$ cat src/rtl/reg_wb_arbiter_if.sv
// Write-request bus between the two writeback sources, the arbiter and reg_bank's write port.
interface reg_wb_arbiter_if #(
    parameter int WIDTH  = 32,
    parameter int ADDR_W = 5
);
    logic              A_VALID;
    logic              A_READY;
    logic [ADDR_W-1:0] A_ADDR;
    logic [WIDTH-1:0]  A_DATA;
    logic              B_VALID;
    logic              B_READY;
    logic [ADDR_W-1:0] B_ADDR;
    logic [WIDTH-1:0]  B_DATA;
    logic              WE3;
    logic [ADDR_W-1:0] RA3;
    logic [WIDTH-1:0]  WD3;
    logic              BUSY;

    modport slave (
        input  A_VALID, A_ADDR, A_DATA,
        input  B_VALID, B_ADDR, B_DATA,
        output A_READY, B_READY,
        output WE3, RA3, WD3, BUSY
    );

    modport master (
        output A_VALID, A_ADDR, A_DATA,
        output B_VALID, B_ADDR, B_DATA,
        input  A_READY, B_READY,
        input  WE3, RA3, WD3, BUSY
    );
endinterface

$ cat src/rtl/reg_wb_arbiter.sv
// Two-source writeback arbiter: per-source FIFOs drained round-robin into reg_bank's
// single registered write port (WE3/RA3/WD3).
module reg_wb_arbiter #(
    parameter int WIDTH      = 32,
    parameter int TOTAL_REGS = 32,
    parameter int ADDR_W     = 5,
    parameter int DEPTH      = 2
) (
    input  logic              CLK,
    input  logic              RST_N,
    reg_wb_arbiter_if.slave   bus
);
    localparam int ENTRY_W = ADDR_W + WIDTH;
    localparam int PTR_W   = $clog2(DEPTH);
    localparam int CNT_W   = $clog2(DEPTH + 1);

    typedef enum logic {SRC_A = 1'b0, SRC_B = 1'b1} src_t;

    if (ADDR_W != $clog2(TOTAL_REGS)) begin : g_addr_w_check
        $error("reg_wb_arbiter: ADDR_W must equal clog2(TOTAL_REGS)");
    end

    logic [1:0]              src_valid;
    logic [1:0][ENTRY_W-1:0] src_entry;
    logic [1:0][ENTRY_W-1:0] head;
    logic [1:0]              ready;
    logic [1:0]              empty;
    logic [1:0]              push;
    logic [1:0]              grant;

    src_t              prio_reg, prio_next;
    logic              we3_reg;
    logic [ADDR_W-1:0] ra3_reg;
    logic [WIDTH-1:0]  wd3_reg;

    assign src_valid    = {bus.B_VALID, bus.A_VALID};
    assign src_entry[0] = {bus.A_ADDR, bus.A_DATA};
    assign src_entry[1] = {bus.B_ADDR, bus.B_DATA};

    generate
        for (genvar gi = 0; gi < 2; gi++) begin : g_fifo
            logic [ENTRY_W-1:0] mem_reg [DEPTH];
            logic [PTR_W-1:0]   wr_ptr_reg;
            logic [PTR_W-1:0]   rd_ptr_reg;
            logic [CNT_W-1:0]   count_reg;

            // Ready looks only at the registered count, so a full FIFO refuses
            // a push even in the cycle its head is popped.
            assign ready[gi] = (count_reg < CNT_W'(DEPTH));
            assign empty[gi] = (count_reg == '0);
            assign push[gi]  = src_valid[gi] & ready[gi];
            assign head[gi]  = mem_reg[rd_ptr_reg];

            always_ff @(posedge CLK) begin
                if (push[gi]) begin
                    mem_reg[wr_ptr_reg] <= src_entry[gi];
                end
            end

            // DEPTH is a power of two, so pointers wrap by plain overflow.
            always_ff @(posedge CLK) begin
                if (!RST_N) begin
                    wr_ptr_reg <= '0;
                    rd_ptr_reg <= '0;
                    count_reg  <= '0;
                end else begin
                    if (push[gi]) begin
                        wr_ptr_reg <= wr_ptr_reg + 1'b1;
                    end
                    if (grant[gi]) begin
                        rd_ptr_reg <= rd_ptr_reg + 1'b1;
                    end
                    case ({push[gi], grant[gi]})
                        2'b10:   count_reg <= count_reg + 1'b1;
                        2'b01:   count_reg <= count_reg - 1'b1;
                        default: count_reg <= count_reg;
                    endcase
                end
            end
        end
    endgenerate

    // Any grant hands priority to the other source; idle cycles leave it alone.
    always_comb begin
        grant     = 2'b00;
        prio_next = prio_reg;
        if (!empty[0] && (empty[1] || prio_reg == SRC_A)) begin
            grant     = 2'b01;
            prio_next = SRC_B;
        end else if (!empty[1]) begin
            grant     = 2'b10;
            prio_next = SRC_A;
        end
    end

    always_ff @(posedge CLK) begin
        if (!RST_N) begin
            prio_reg <= SRC_A;
            we3_reg  <= 1'b0;
            ra3_reg  <= '0;
            wd3_reg  <= '0;
        end else begin
            prio_reg <= prio_next;
            we3_reg  <= |grant;
            if (grant[0]) begin
                {ra3_reg, wd3_reg} <= head[0];
            end else if (grant[1]) begin
                {ra3_reg, wd3_reg} <= head[1];
            end
        end
    end

    assign bus.A_READY = ready[0];
    assign bus.B_READY = ready[1];
    assign bus.WE3     = we3_reg;
    assign bus.RA3     = ra3_reg;
    assign bus.WD3     = wd3_reg;
    assign bus.BUSY    = we3_reg | ~(&empty);
endmodule

$ cat src/flat_wrapper.sv
// flat-port wrapper written by rule: the top's interface ports become plain ports
module reg_wb_arbiter_flat 
#(
    parameter int WIDTH      = 32,
    parameter int TOTAL_REGS = 32,
    parameter int ADDR_W     = 5,
    parameter int DEPTH      = 2
)
  (CLK, RST_N, bus_A_VALID, bus_A_ADDR, bus_A_DATA, bus_B_VALID, bus_B_ADDR, bus_B_DATA, bus_A_READY, bus_B_READY, bus_WE3, bus_RA3, bus_WD3, bus_BUSY);
  reg_wb_arbiter_if #(.WIDTH(WIDTH), .ADDR_W(ADDR_W)) bus_i ();
  input  logic CLK;
  input  logic RST_N;
  input wire logic [$bits(bus_i.A_VALID)-1:0] bus_A_VALID;
  input wire logic [$bits(bus_i.A_ADDR)-1:0] bus_A_ADDR;
  input wire logic [$bits(bus_i.A_DATA)-1:0] bus_A_DATA;
  input wire logic [$bits(bus_i.B_VALID)-1:0] bus_B_VALID;
  input wire logic [$bits(bus_i.B_ADDR)-1:0] bus_B_ADDR;
  input wire logic [$bits(bus_i.B_DATA)-1:0] bus_B_DATA;
  output wire logic [$bits(bus_i.A_READY)-1:0] bus_A_READY;
  output wire logic [$bits(bus_i.B_READY)-1:0] bus_B_READY;
  output wire logic [$bits(bus_i.WE3)-1:0] bus_WE3;
  output wire logic [$bits(bus_i.RA3)-1:0] bus_RA3;
  output wire logic [$bits(bus_i.WD3)-1:0] bus_WD3;
  output wire logic [$bits(bus_i.BUSY)-1:0] bus_BUSY;
  assign bus_i.A_VALID = bus_A_VALID;
  assign bus_i.A_ADDR = bus_A_ADDR;
  assign bus_i.A_DATA = bus_A_DATA;
  assign bus_i.B_VALID = bus_B_VALID;
  assign bus_i.B_ADDR = bus_B_ADDR;
  assign bus_i.B_DATA = bus_B_DATA;
  assign bus_A_READY = bus_i.A_READY;
  assign bus_B_READY = bus_i.B_READY;
  assign bus_WE3 = bus_i.WE3;
  assign bus_RA3 = bus_i.RA3;
  assign bus_WD3 = bus_i.WD3;
  assign bus_BUSY = bus_i.BUSY;
  reg_wb_arbiter #(.WIDTH(WIDTH), .TOTAL_REGS(TOTAL_REGS), .ADDR_W(ADDR_W), .DEPTH(DEPTH)) u_core (.CLK(CLK), .RST_N(RST_N), .bus(bus_i));
endmodule
$ cat config.mk
export PLATFORM = sky130hd
export DESIGN_NAME = reg_wb_arbiter_flat
export DESIGN_NICKNAME = d
export VERILOG_FILES = /design/src/rtl/reg_wb_arbiter_if.sv /design/src/rtl/reg_wb_arbiter.sv /design/src/flat_wrapper.sv
export SDC_FILE = /design/constraint.sdc
export NUM_CORES = 1
export LEC_CHECK = 0
export CORE_AREA = 8 8 132 134
export DETAILED_ROUTE_END_ITERATION = 8
export DIE_AREA = 0 0 140 142
export GPL_TIMING_DRIVEN = 0
export MAX_ROUTING_LAYER = met4
export PLACE_DENSITY = 0.78
export SYNTH_ARGS = -nofsm -noshare
export SYNTH_HDL_FRONTEND = slang
export SYNTH_SLANG_ARGS = --single-unit
$ cat constraint.sdc
create_clock -name CLK -period 2.5 [get_ports CLK]
set_input_delay 0.5 -clock CLK [delete_from_list [all_inputs] [get_ports CLK]]
set_output_delay 0.5 -clock CLK [all_outputs]
set_load 0.02 [all_outputs]
* After elaboration in Yosys (flattened, before gate mapping)
Memories as Yosys holds them, arrays and structs flattened. A register that Yosys moved wholly into a read port is not among the register bits.
Index checks and enable logic that the tools add are counted.
** Storage, ports and cells
- Register bits :: 47
- Memory bits (writable) :: 148
- Bits of input ports :: 78
- Output and inout port bits :: 41
- Logic and storage cells :: 60
- Memories kept :: 2
** Memory list
- u_core.g_fifo[0].mem_reg :: depth 2, bits a word 37, read ports 1, clocked after Yosys merged registers in 1, write ports 1, RTL line reg_wb_arbiter.sv:42 : logic [ENTRY_W-1:0] mem_reg [DEPTH];
- u_core.g_fifo[1].mem_reg :: depth 2, bits a word 37, read ports 1, clocked after Yosys merged registers in 1, write ports 1, RTL line reg_wb_arbiter.sv:42
** Cells by class
- Add/subtract/negate cells :: 8
- Magnitude comparators :: 2
- Eq/ne operators :: 5
- Muxes and demuxes :: 18
- Bitwise logic cells :: 5
- Reduce and logical (&&, ||, !) cells :: 10
** Operators with widths (count)
- $mux 32 :: 2
- $mux 1 :: 10
- $mux 5 :: 2
- $pmux 2 s2 :: 2
- $reduce_bool 2->1 :: 3
- $add 1x1->1 const B :: 4
- $add 2x1->2 const B :: 2
- $eq 2x1->1 const B :: 2
- $eq 2x2->1 const B :: 2
- $logic_not 2->1 :: 2
- $lt 2x2->1 const B :: 2
- $mux 2 :: 2
- $sub 2x1->2 const B :: 2
- $and 1x1->1 :: 2
- $ne 2x2->1 const B :: 1
- $not 1->1 :: 2
- $reduce_and 2->1 :: 1
- $reduce_or 2->1 :: 1
- $logic_and 1x1->1 :: 1
- $logic_not 1->1 :: 1
- $logic_or 1x1->1 :: 1
- $or 1x1->1 :: 1

* Depth between registers and ports, before layout
- Depth after elaboration :: 6
- Depth in mapped cells :: 9
- Gate-level depth less buffers :: 7

* Worst setup path after synthesis
OpenSTA, ideal clock, no wires.
- Kind :: reg-to-reg
- Start point :: register u_core.g_fifo[1].count_reg[1]
- End point :: memory u_core.g_fifo[1].mem_reg[0][0] (netlist bit) (enable)
- Library setup time :: 433 ps
- Data arrival time :: 2201 ps
- Data required time :: 2067 ps
- Setup slack :: -133 ps
- Cell stages (with the launch flop) :: 4
- Buffers on the path :: 0
- Clock period less this slack :: 2633 ps
- Cells stage by stage :: dfxtp_1 -> inv_1 -> nand2_1 -> nor2_1
** Between the ends
- Longest elaborated chain between the ends :: 4
** RTL lines
- from (decl) :: RTL line reg_wb_arbiter.sv:45 : logic [CNT_W-1:0] count_reg;
- from (signal assigned) :: RTL line reg_wb_arbiter.sv:74 : 2'b10: count_reg <= count_reg + 1'b1;
- from (signal assigned) :: RTL line reg_wb_arbiter.sv:75 : 2'b01: count_reg <= count_reg - 1'b1;
- from (signal assigned) :: RTL line reg_wb_arbiter.sv:76 : default: count_reg <= count_reg;
- $lt 2x2->1 :: RTL line reg_wb_arbiter.sv:49 : assign ready[gi] = (count_reg < CNT_W'(DEPTH));
- named net bus_B_READY :: RTL line flat_wrapper.sv:20 : output wire logic [$bits(bus_i.B_READY)-1:0] bus_B_READY;
- $and 1x1->1 :: RTL line reg_wb_arbiter.sv:51 : assign push[gi] = src_valid[gi] & ready[gi];
- $mux 1 :: RTL line reg_wb_arbiter.sv:55 : if (push[gi]) begin
- $mux 1 (not written as such) :: RTL line reg_wb_arbiter.sv:56 : mem_reg[wr_ptr_reg] <= src_entry[gi];
- to (decl) :: RTL line reg_wb_arbiter.sv:42
The timed path passes the listed nets, and every way through them passes these cells.

* Final worst setup path
- Start point :: register u_core.g_fifo[0].count_reg[0]
- End point :: output bus_BUSY
** Between the ends
- Longest elaborated chain between the ends :: 4
** RTL lines
- from (decl) :: RTL line reg_wb_arbiter.sv:45
- from (signal assigned) :: RTL line reg_wb_arbiter.sv:74
- from (signal assigned) :: RTL line reg_wb_arbiter.sv:75
- from (signal assigned) :: RTL line reg_wb_arbiter.sv:76
- $logic_not 2->1 :: RTL line reg_wb_arbiter.sv:50 : assign empty[gi] = (count_reg == '0);
- $reduce_and 2->1 :: RTL line reg_wb_arbiter.sv:118 : assign bus.BUSY = we3_reg | ~(&empty);
- $not 1->1 :: RTL line reg_wb_arbiter.sv:118
- $or 1x1->1 :: RTL line reg_wb_arbiter.sv:118
- to (decl) :: RTL line flat_wrapper.sv:24 : output wire logic [$bits(bus_i.BUSY)-1:0] bus_BUSY;
No other way between the ends.

==> flow_summary.json <==
{
  "overflow": 0,
  "clk_path_buf_depth": 2,
  "fp.dieH_um": 142,
  "clk_pin_slew_ps": 70,
  "clkSinkCount": 197,
  "finalPower_w": 0.0104,
  "path_class": "flop to primary output",
  "drv_cap": 0,
  "syn-num-nets": 532,
  "cp.arrival_ps": 1620,
  "slowest_delay_ps": 350,
  "final_cells": 797,
  "drc": 0,
  "ys_types": 26,
  "worst_slew_pin_slew_ps": 964,
  "postRouteAntennaNets": 0,
  "slowest_stage": "dfxtp_1",
  "hp-class": "flop to flop",
  "synth_ff_type": "edfxtp_1",
  "min_period_over_period_pct": 84.7,
  "clock_latency_ps": 430,
  "powerDensity_nw_per_um2": 1110,
  "root_buffer": "clkbuf_16",
  "wl_per_cell_um": 20.1,
  "status": "finished, final reports clean",
  "vdd_drop_max_v": 0.000650,
  "syn2layout_area_growth_pct": 29.9,
  "period_minus_slack_ps": 2120,
  "ios": 119,
  "critPathMaxFanout": 4,
  "dr_wl_met3_um": 942,
  "skew_ps": 12.7,
  "synth_seq_cells": 197,
  "final_nets": 672,
  "die_w_um": 140,
  "wl_mm": 16.0,
  "syn_area_um2": 7240,
  "grt_max_degree": 38,
  "port_buffers": 118,
  "yosys_warnings": 0,
  "core_area_um2": 15400,
  "cts_tree": "yes",
  "via_per_inst": 5.30,
  "path_cells": "nor2_2 -> nand2_1 -> or2_2 -> dlymetal6s2s_1",
  "cp-start-kind": "flop",
  "hold_viol": 0,
  "min-delay-start": "u_core.bus.WD3[30]",
  "dp.final_hpwl_mm": 11.0,
  "drt-initial-drc-count": 279,
  "worstReg2RegStart": "u_core.g_fifo[1].count_reg[0]",
  "setup_viol_count_final": 0,
  "postSynth.asyncResetShare_pct": 0,
  "slew_headroom_pct": 35.7,
  "std_cell_rows": 46,
  "syn_area_per_cell_um2": 16.0,
  "largest_reg_flops": 148,
  "htree_levels": 4,
  "grt_pass1_wl_mm": 24.5,
  "grt_pass1_vias": 4648,
  "leakagePower_nw": 3.29,
  "highest_layer": "met4",
  "required_ps": 2000,
  "rsz0062_at_grt": "no",
  "grt_antenna_before_repair": 0,
  "dr_wl_met2_mm": 8.18,
  "synth-edff-count": 148,
  "drt-met1-wl_mm": 6.71,
  "holdBufCountCts": 0,
  "fmax_mhz": 472,
  "track_usage_pct": 17.0,
  "maxSlewViolCount": 0,
  "gp_congestion": 0.750,
  "postSynthCellCount": 452,
  "cp-startpoint": "u_core.g_fifo[0].count_reg[0]",
  "num_antenna_cells": 0,
  "cts_buffers": 17,
  "dp.cells": 765,
  "post_cts_buffers": 0,
  "drive_above_1_share_pct": 9.59,
  "start_util_pct": 46.9,
  "die-area_um2": 19900,
  "worst_setup_path_end_kind": "primary output",
  "yosysSeqAreaShare_pct": 75.0,
  "first_pass_iters": 4,
  "vias": 4226
}
[power by group]
group	switching [W]	internal [W]
Sequential	0.000254	0.00418
Combinational	0.00169	0.00133
Clock	0.00115	0.00181
[layer usage]
layer	track usage [%]	up-vias
li1	-	1994
met1	18.9	2073
met2	29.4	139
met3	4.76	20
met4	5.66	0
met5	-	-
[cells in the final DEF, fill, tap and decap left out, types with 2 or more instances in the layout]
| master | synthesis | layout |
|---|---|---|
| nand2_1 | 77 | 77 |
| nor2_4 | 0 | 2 |
| bufinv_16 | 0 | 5 |
| and3_2 | 0 | 2 |
| xnor2_1 | 6 | 6 |
| inv_6 | 0 | 2 |
| dfxtp_1 | 49 | 49 |
| buf_1 | 2 | 2 |
| a21boi_0 | 3 | 3 |
| clkinv_4 | 0 | 2 |
| buf_16 | 0 | 2 |
| mux2i_1 | 74 | 74 |
| a32o_1 | 36 | 36 |
| clkbuf_16 | 0 | 17 |
| and2_1 | 9 | 9 |
| o21ai_0 | 3 | 3 |
| clkbuf_1 | 4 | 7 |
| clkdlybuf4s50_1 | 0 | 117 |
| edfxtp_1 | 148 | 148 |
| or3_1 | 2 | 2 |
| inv_1 | 3 | 3 |
| buf_6 | 3 | 3 |
| ha_1 | 2 | 2 |
| buf_2 | 15 | 15 |
| o21a_1 | 2 | 2 |
[cell type report]
cell class	instances	area [um2]
Tap cell	192	240
Inverter	4	15.0
Clock buffer	21	450
Clock inverter	11	198
Buffer	25	136
Sequential cell	197	5430
Fill cell	1143	6020
Timing Repair Buffer	121	1260
Multi-Input combinational cell	226	1680
[kinds of logic after synthesis]
family,Yosys count,share of synthesized area (%)
buffers and inverters,29,2.09
AND/OR/NAND/NOR,98,5.65
multiplexers,74,10.2
flip-flops,197,75.0
XOR/XNOR,6,0.726
adder cells (fa/ha/maj),2,0.346
AO/OA/AOI/OAI,46,5.97
[Yosys cell counts (2+ instances only)]
cell / n / area share (%)
dfxtp_1: 49 / 14
and3_1: 3 / 0.26
ha_1: 2 / 0.35
mux2i_1: 74 / 10
xnor2_1: 6 / 0.73
edfxtp_1: 148 / 61
or3_1: 2 / 0.17
a21boi_0: 3 / 0.31
o21a_1: 2 / 0.21
inv_1: 3 / 0.16
buf_2: 15 / 1.0
and2_1: 9 / 0.78
buf_6: 3 / 0.47
clkbuf_1: 4 / 0.21
nand2_1: 77 / 4.0
a32o_1: 36 / 5.0
o21ai_0: 3 / 0.21
buf_1: 2 / 0.10
nor2_1: 4 / 0.21
[worst paths after layout]
check | slack [ps] | cells after the start | endpoint
worst max-delay path | 380 | 4 | bus_BUSY
worst min-delay path | 470 | 1 | u_core.bus.WD3[30]
worst max register to register | 420 | 8 | u_core.g_fifo[0].count_reg[1]
worst min register to register | 470 | 1 | u_core.bus.WD3[30]
[critical path: cells and delay by family (launching register included)]
kind	cells	cell delay [ps]
DFF	1	350
buffers and inverters	1	220
and+or+nand+nor	3	630
[timing repair]
action,in CTS,in global routing
endpoints found under the setup margin,1,1
resized for setup,1,1
cloned,0,0
[stage by stage]
step | util, % | TNS [ps] | instance area, um2 | hold WS [ps] | setup slack [ps]
final | 61.0 | 0 | 9400 | 471 | 381
after global placement | 56.2 | -71820 | 8660 | 450 | -586
after global routing | 61.0 | 0 | 9400 | 493 | 273
after detailed placement | 56.7 | 0 | 8750 | 458 | 213
after floorplan | - | 0 | 7240 | 454 | 485
after CTS | 60.9 | 0 | 9400 | 472 | 24.6
(Power assumes the default switching activity.)
